<file path="config.mk">
export PLATFORM = sky130hd
export DESIGN_NAME = c3lib_cfgcsr_fast_pulse_spacer
export DESIGN_NICKNAME = d
export VERILOG_FILES = /design/src/rtl/c3lib_cfgcsr_fast_pulse_spacer.sv
export SDC_FILE = /design/constraint.sdc
export NUM_CORES = 1
export LEC_CHECK = 0
export CORE_UTILIZATION = 45
export DETAILED_ROUTE_END_ITERATION = 7
export HOLD_SLACK_MARGIN = 0.03
export PLACE_DENSITY_LB_ADDON = 0.1
export SLEW_MARGIN = 20
export SYNTH_ARGS = -nofsm -noshare
export SYNTH_HDL_FRONTEND = slang
export SYNTH_SLANG_ARGS = --single-unit
</file>
<file path="constraint.sdc">
create_clock -name i_fastclk -period 10.4 [get_ports i_fastclk]
set_clock_uncertainty 0.1 [all_clocks]
set_input_delay 1.56 -clock i_fastclk [delete_from_list [all_inputs] [get_ports i_fastclk]]
set_output_delay 1.56 -clock i_fastclk [all_outputs]
set_load 0.1 [all_outputs]
</file>
<file path="src/rtl/c3lib_cfgcsr_fast_pulse_spacer.sv">
// Fast-domain request spacer: queues request strobes and re-issues them
// as isolated fixed-width pulses with a guaranteed low gap between them.
module c3lib_cfgcsr_fast_pulse_spacer #(
    parameter int CNT_WIDTH   = 4,
    parameter int PULSE_WIDTH = 1,
    parameter int GAP_CYCLES  = 16
) (
    input  logic                 i_fastclk,
    input  logic                 i_fastrstn,
    input  logic                 i_req,
    input  logic                 i_flush,
    input  logic                 i_ovf_clr,
    output logic                 o_fastpulse,
    output logic [CNT_WIDTH-1:0] o_pending,
    output logic                 o_busy,
    output logic                 o_overflow
);

    localparam int MAXP = (PULSE_WIDTH > GAP_CYCLES) ? PULSE_WIDTH : GAP_CYCLES;
    localparam int PH_W = $clog2(MAXP + 1);

    localparam logic [PH_W-1:0]      PH_PULSE = PH_W'(PULSE_WIDTH - 1);
    localparam logic [PH_W-1:0]      PH_GAP   = PH_W'(GAP_CYCLES - 1);
    localparam logic [CNT_WIDTH-1:0] CNT_MAX  = '1;

    typedef enum logic [1:0] {
        IDLE,
        PULSE,
        GAP
    } state_t;

    state_t               state_q, state_d;
    logic [PH_W-1:0]      phase_q, phase_d;
    logic [CNT_WIDTH-1:0] pending_q, pending_d;
    logic                 pulse_q, pulse_d;
    logic                 ovf_q, ovf_d;
    logic                 launch;
    logic                 consume;
    logic                 drop;

    // Sequencer: launch a pulse, hold it, then enforce the low gap.
    always_comb begin
        state_d = state_q;
        phase_d = phase_q;
        consume = 1'b0;
        launch  = ((pending_q != '0) || i_req) && !i_flush;
        unique case (state_q)
            IDLE: begin
                if (launch) begin
                    state_d = PULSE;
                    phase_d = PH_PULSE;
                    consume = 1'b1;
                end
            end
            PULSE: begin
                if (phase_q == '0) begin
                    state_d = GAP;
                    phase_d = PH_GAP;
                end else begin
                    phase_d = phase_q - PH_W'(1);
                end
            end
            GAP: begin
                if (phase_q == '0) begin
                    if (launch) begin
                        state_d = PULSE;
                        phase_d = PH_PULSE;
                        consume = 1'b1;
                    end else begin
                        state_d = IDLE;
                    end
                end else begin
                    phase_d = phase_q - PH_W'(1);
                end
            end
            default: begin
                state_d = IDLE;
                phase_d = '0;
            end
        endcase
        pulse_d = (state_d == PULSE);
    end

    // Pending count: saturating, a same-cycle arrival and consume cancel out.
    always_comb begin
        pending_d = pending_q;
        drop      = 1'b0;
        if (i_flush) begin
            pending_d = '0;
        end else if (i_req && !consume) begin
            if (pending_q == CNT_MAX) begin
                drop = 1'b1;
            end else begin
                pending_d = pending_q + CNT_WIDTH'(1);
            end
        end else if (!i_req && consume) begin
            pending_d = pending_q - CNT_WIDTH'(1);
        end
    end

    // Sticky overflow: a drop this cycle beats a clear request.
    always_comb begin
        ovf_d = ovf_q;
        if (drop) begin
            ovf_d = 1'b1;
        end else if (i_ovf_clr) begin
            ovf_d = 1'b0;
        end
    end

    // State registers with synchronous active-low reset.
    always_ff @(posedge i_fastclk) begin
        if (!i_fastrstn) begin
            state_q   <= IDLE;
            phase_q   <= '0;
            pending_q <= '0;
            pulse_q   <= 1'b0;
            ovf_q     <= 1'b0;
        end else begin
            state_q   <= state_d;
            phase_q   <= phase_d;
            pending_q <= pending_d;
            pulse_q   <= pulse_d;
            ovf_q     <= ovf_d;
        end
    end

    assign o_fastpulse = pulse_q;
    assign o_pending   = pending_q;
    assign o_overflow  = ovf_q;
    assign o_busy      = (state_q != IDLE) || (pending_q != '0);

endmodule
</file>
# Yosys cells after proc, flatten, opt, wreduce, memory -nomap -nowiden
# Cells that the tools add are included.
# Widths: inputs -> output; s select.
word_totals:
  output_inout_bits: 7
  ff_bits: 13
  inputBits: 5
classes:
  n_addsub: 3
  bitwise: 1
  reduce_logical: 16
  eq_ne: 5
  n_mux: 20
op_table:
  columns: ["op", "n"]
  rows:
  - ["$mux 5", 3]
  - ["$pmux 5 s3", 1]
  - ["$mux 4", 3]
  - ["$mux 1", 8]
  - ["$mux 2", 3]
  - ["$pmux 2 s3", 1]
  - ["$reduce_bool 2->1", 3]
  - ["$logic_not 5->1", 1]
  - ["$sub 5x1->5 const B", 1]
  - ["$add 4x1->4 const B", 1]
  - ["$eq 2x1->1 const B", 2]
  - ["$eq 4x4->1 const B", 1]
  - ["$reduce_bool 4->1", 1]
  - ["$sub 4x1->4 const B", 1]
  - ["$logic_and 1x1->1", 3]
  - ["$logic_not 1->1", 3]
  - ["$eq 2x2->1 const B", 1]
  - ["$logic_not 2->1", 1]
  - ["$logic_or 1x1->1", 2]
  - ["$ne 2x2->1 const B", 1]
  - ["$pmux 1 s2", 1]
  - ["$reduce_and 2->1", 1]
  - ["$reduce_or 2->1", 1]
  - ["$not 1->1", 1]

# Depth between registers and ports, before layout
depth:
  word_depth: 11
  mapped_depth: 12

# Worst setup path before layout
# Ideal clock, no wire load.
synth_path:
  path_type: "reg-to-output"
  from: "register pending_q[0], in the netlist o_pending[0]"
  to: "output o_busy"
  slack_ns: 6.814
  path_stages_with_launch: 3
  arrival_time_ns: 1.926
  t_required_ns: 8.740
  cell_sequence: "dfxtp_1 nor4_1 nand2_1"
synth_between:
  elab_chain_cells: 2
synth_rtl:
  columns: ["element", "line_no", "source"]
  rows:
  - ["start, declared", "34", "logic [CNT_WIDTH-1:0] pending_q, pending_d;"]
  - ["start signal, assigned", "122", "pending_q <= pending_d;"]
  - ["$reduce_bool 4->1", "131", "assign o_busy = (state_q != IDLE) || (pending_q != '0);"]
  - ["$logic_or 1x1->1", "131", null]
  - ["end, declared", "15", "output logic o_busy,"]
# No other way between the ends.

# Worst setup path in the final report
layout_path:
  from: "input i_flush"
  to: "register pending_q[3], in the netlist o_pending[3]"
layout_between:
  elab_chain_cells: 9
  word_cells_on_any_way: 13
layout_rtl:
  columns: ["element", "line_no", "source"]
  rows:
  - ["start, declared", "11", "input logic i_flush,"]
  - ["$logic_not 1->1", "46", "launch = ((pending_q != '0) || i_req) && !i_flush;"]
  - ["$logic_and 1x1->1", "46", null]
  - ["$mux 1", "49, 65", null]
  - ["$mux 1", "64", "if (phase_q == '0) begin"]
  - ["$pmux 1 s2", "47", "unique case (state_q)"]
  - ["$logic_not 1->1", "90", "end else if (i_req && !consume) begin"]
  - ["$logic_and 1x1->1", "90", null]
  - ["$ne 2x2->1 (no source line) / $reduce_bool 2->1 (equally long branches)", null, null]
  - ["$reduce_and 2->1 (no source line)", null, null]
# Parallel ways exist; a longest one is shown, timed or not.
# A chain may end at the register's enable or synchronous reset.

==> metrics.md <==
| Metric | Value |
|---|---|
| Power per Cell Area | `roughly 180 nW/um2` |
| Commonest cells after routing, fill and taps aside | `dfxtp_1, clkdlybuf4s50_1, o21ai_0, nand2_1` |
| I/O Pins | `12` |
| Post-CTS setup buffer count | `0` |
| P_leak | `0.000387 uW` |
| CTS tree | `done` |
| Wire length of the first global-routing pass | `around 2900 um` |
| Die W | `45.2 um` |
| Run status | `finished clean` |
| Core ar. | `roughly 1700 um2` |
| Worst-path clk slew | `0.09 ns` |
| Worst EP required | `around 11 ns` |
| Final setup viols | `0` |
| Yosys warns | `0` |
| CP max stage cell | `o21ai_0` |
| Worst path arrival time | `4.04 ns` |
| Post-Syn Instances | `101` |
| CTS buffer count | `3` |
| Final ANT Viol Nets | `0` |
| Port bufs | `11` |
| Vias | `764` |
| Most used cell, CP | `a21o_1` |
| Starting Density | `48.2%` |
| Mux cell area share after synthesis | `around 2.5%` |
| Fill cell count | `156` |
| RSZ-0062 raised after global routing | `false` |
| Setup Crit Path Kind | `input pin to flop` |
| Largest net degree at the start of global routing | `15` |
| Initial antenna violation count | `0` |
| Dpl hpwl | `1250 um` |
| Final Max Slew Viols | `0` |
| DR iter-0 viols | `20` |
| Final wirelength | `around 1800 um` |
| Synth cell types | `41` |
| Post-synthesis sequential element count | `13` |
| CP peak stage delay | `0.53 ns` |
| CP Launch Type | `input pin` |
| Via density | `5.58` |
| Vias in the first global route | `638` |
| Synth Area in Compound Gates | `about 28%` |
| Rows | `15` |
| Area Overhead vs Synth | `17.3%` |
| Synth Net Count | `111` |
| Number of detailed-route iterations in the first pass | `4` |
| GRT Total Usage | `19.1%` |
| Critical path cell sequence | `clkdlybuf4s50_1, o21ai_0, ha_1, a21o_1, a21o_1, or4_4, a21o_1, a21oi_2` |
| Fmax | `0.255 GHz` |
| Routed wire per std cell | `roughly 13 um` |
| Maximum vdd drop | `between 0.09 and 0.1 mV` |
| GPL Wtd Cong | `just over 0.8` |
| CTS H-tree depth | `1` |
| Avg Cell Area, Syn | `8.32 um2` |
| Clock Tree Root | `clkbuf_4` |
| CP Capture Type | `flop` |
| Largest family of logic cells by synthesized area | `compound AO/OA/AOI/OAI gates` |
| Relative slew slack | `35.3%` |
| Gr ovfl total | `0` |
| Final min period | `roughly 4 ns` |
| Most common cell after layout, fill and taps aside | `dfxtp_1` |
| Share of flip-flops with an asynchronous set or reset | `0%` |
| Fin. Hold Viols | `0` |
| Clock Latency Late Sink | `0.27 ns` |
| Antenna Cells | `0` |
| Die height | `45.2 um` |
| CTS max path bufs | `2` |
| Worst-Margin Slew | `between 0.9 and 1 ns` |
| Synthesized area | `841 um2` |
| Layout Nets | `123` |
| Top FF cell, synth | `dfxtp_1` |
| Die area | `2050 um2` |
| EDFF count, synth | `0` |
| Post-Route Setup TNS | `0 ns` |
| Sequential share of the synthesized area | `31.0%` |
| Hold crit path type | `flop to flop` |
| # hold bufs at CTS | `0` |
| CTS Sinks | `13` |
| Share of cells above drive strength 1 | `8.93%` |
| Remaining DRCs | `0` |
| Post-Synth XOR/XNOR Area | `about 2.1%` |
| Post-CTS sizing | `0` |
| Max-cap violations | `0` |
| Post-synthesis adder-cell area fraction | `approximately 8.3%` |
| Crit path max fanout | `7` |
| Tcrit/Tclk final | `37.7%` |
| Simple-gate share of the synthesized area | `23.2%` |
| PnR Total Power | `177 uW` |
## sequential cells by signal, summed over array words and instances (netlist names)
| register | cells |
|---|---|
| o_fastpulse | 1 |
| o_overflow | 1 |
| o_pending | 4 |
| phase_q | 5 |
| state_q | 2 |
## cells in the mapped netlist (2+ instances only)
cell / number / area, um2
a21o_1: 3 / 22.5
a21oi_1: 5 / 25.0
a22oi_1: 3 / 22.5
a31oi_1: 2 / 12.5
and2_1: 3 / 18.8
and3_1: 3 / 18.8
clkbuf_1: 3 / 11.3
dfxtp_1: 13 / 260
ha_1: 4 / 50.1
inv_1: 6 / 22.5
nand2_1: 8 / 30.0
nand3_1: 2 / 10.0
nor2_1: 6 / 22.5
nor3_1: 5 / 25.0
nor3b_1: 2 / 15.0
o21ai_0: 8 / 40.0
## stage by stage
step                setup slack (ns)  util (%)  cells  hold WS, ns  cell area [um2]
floorplan                       6.81         -    101        0.411              841
global placement                6.34      55.0    133        0.417              960
detailed placement              6.24      55.0    133        0.425              960
CTS                             6.51      56.5    137        0.437              986
global route                    6.41      56.5    137        0.477              986
finish                          6.48      56.5    137        0.430              986
## power by group
part	leakage, uW	total (uW)	internal (uW)	switching (uW)
Clock	0.0000150	32.3	14.8	17.5
Combinational	0.000266	80.1	29.7	50.5
Sequential	0.000106	64.1	55.4	8.78
## critical path, delay by kind of cell
kind,cells,cell delay (ns)
AOI/OAI and AO/OA,5,1.20
adders and majority gates,1,0.34
buffers and inverters,1,0.52
and+or+nand+nor,1,0.42
## routing by layer
metal,up-vias,GRT usage (%),routed length [um]
li1,396,-,-
met1,346,29.7,943
met2,20,25.5,735
met3,2,3.60,74
met4,0,6.67,17
met5,-,0,0
## cell type report
cell class | count | area (um2) | area share, %
Multi-Input combinational cell | 78 | 536 | 54.3
Sequential cell | 13 | 260 | 26.4
Timing Repair Buffer | 11 | 110 | 11.2
Tap cell | 25 | 31.3 | 3.17
Clock buffer | 4 | 26.3 | 2.66
Inverter | 6 | 22.5 | 2.28
## final timing paths
check                     from      endpoint  slack [ns]  cells after the start
setup reg to reg    phase_q[0]  o_pending[3]        6.73                     11
hold / removal    o_pending[3]  o_pending[3]        0.43                      2
hold reg to reg   o_pending[3]  o_pending[3]        0.43                      2
setup / recovery       i_flush  o_pending[3]        6.48                      8
## kinds of logic (layout without fill, tap and decap cells)
kind of cell             after synthesis  count (layout)
AO/OA/AOI/OAI                         33              33
AND/OR/NAND/NOR                       36              36
flip-flops                            13              13
multiplexers                           2               2
buffers and inverters                 10              21
XOR/XNOR                               2               2
adder cells (fa/ha/maj)                5               5
Power figures use the tool's default switching activity.
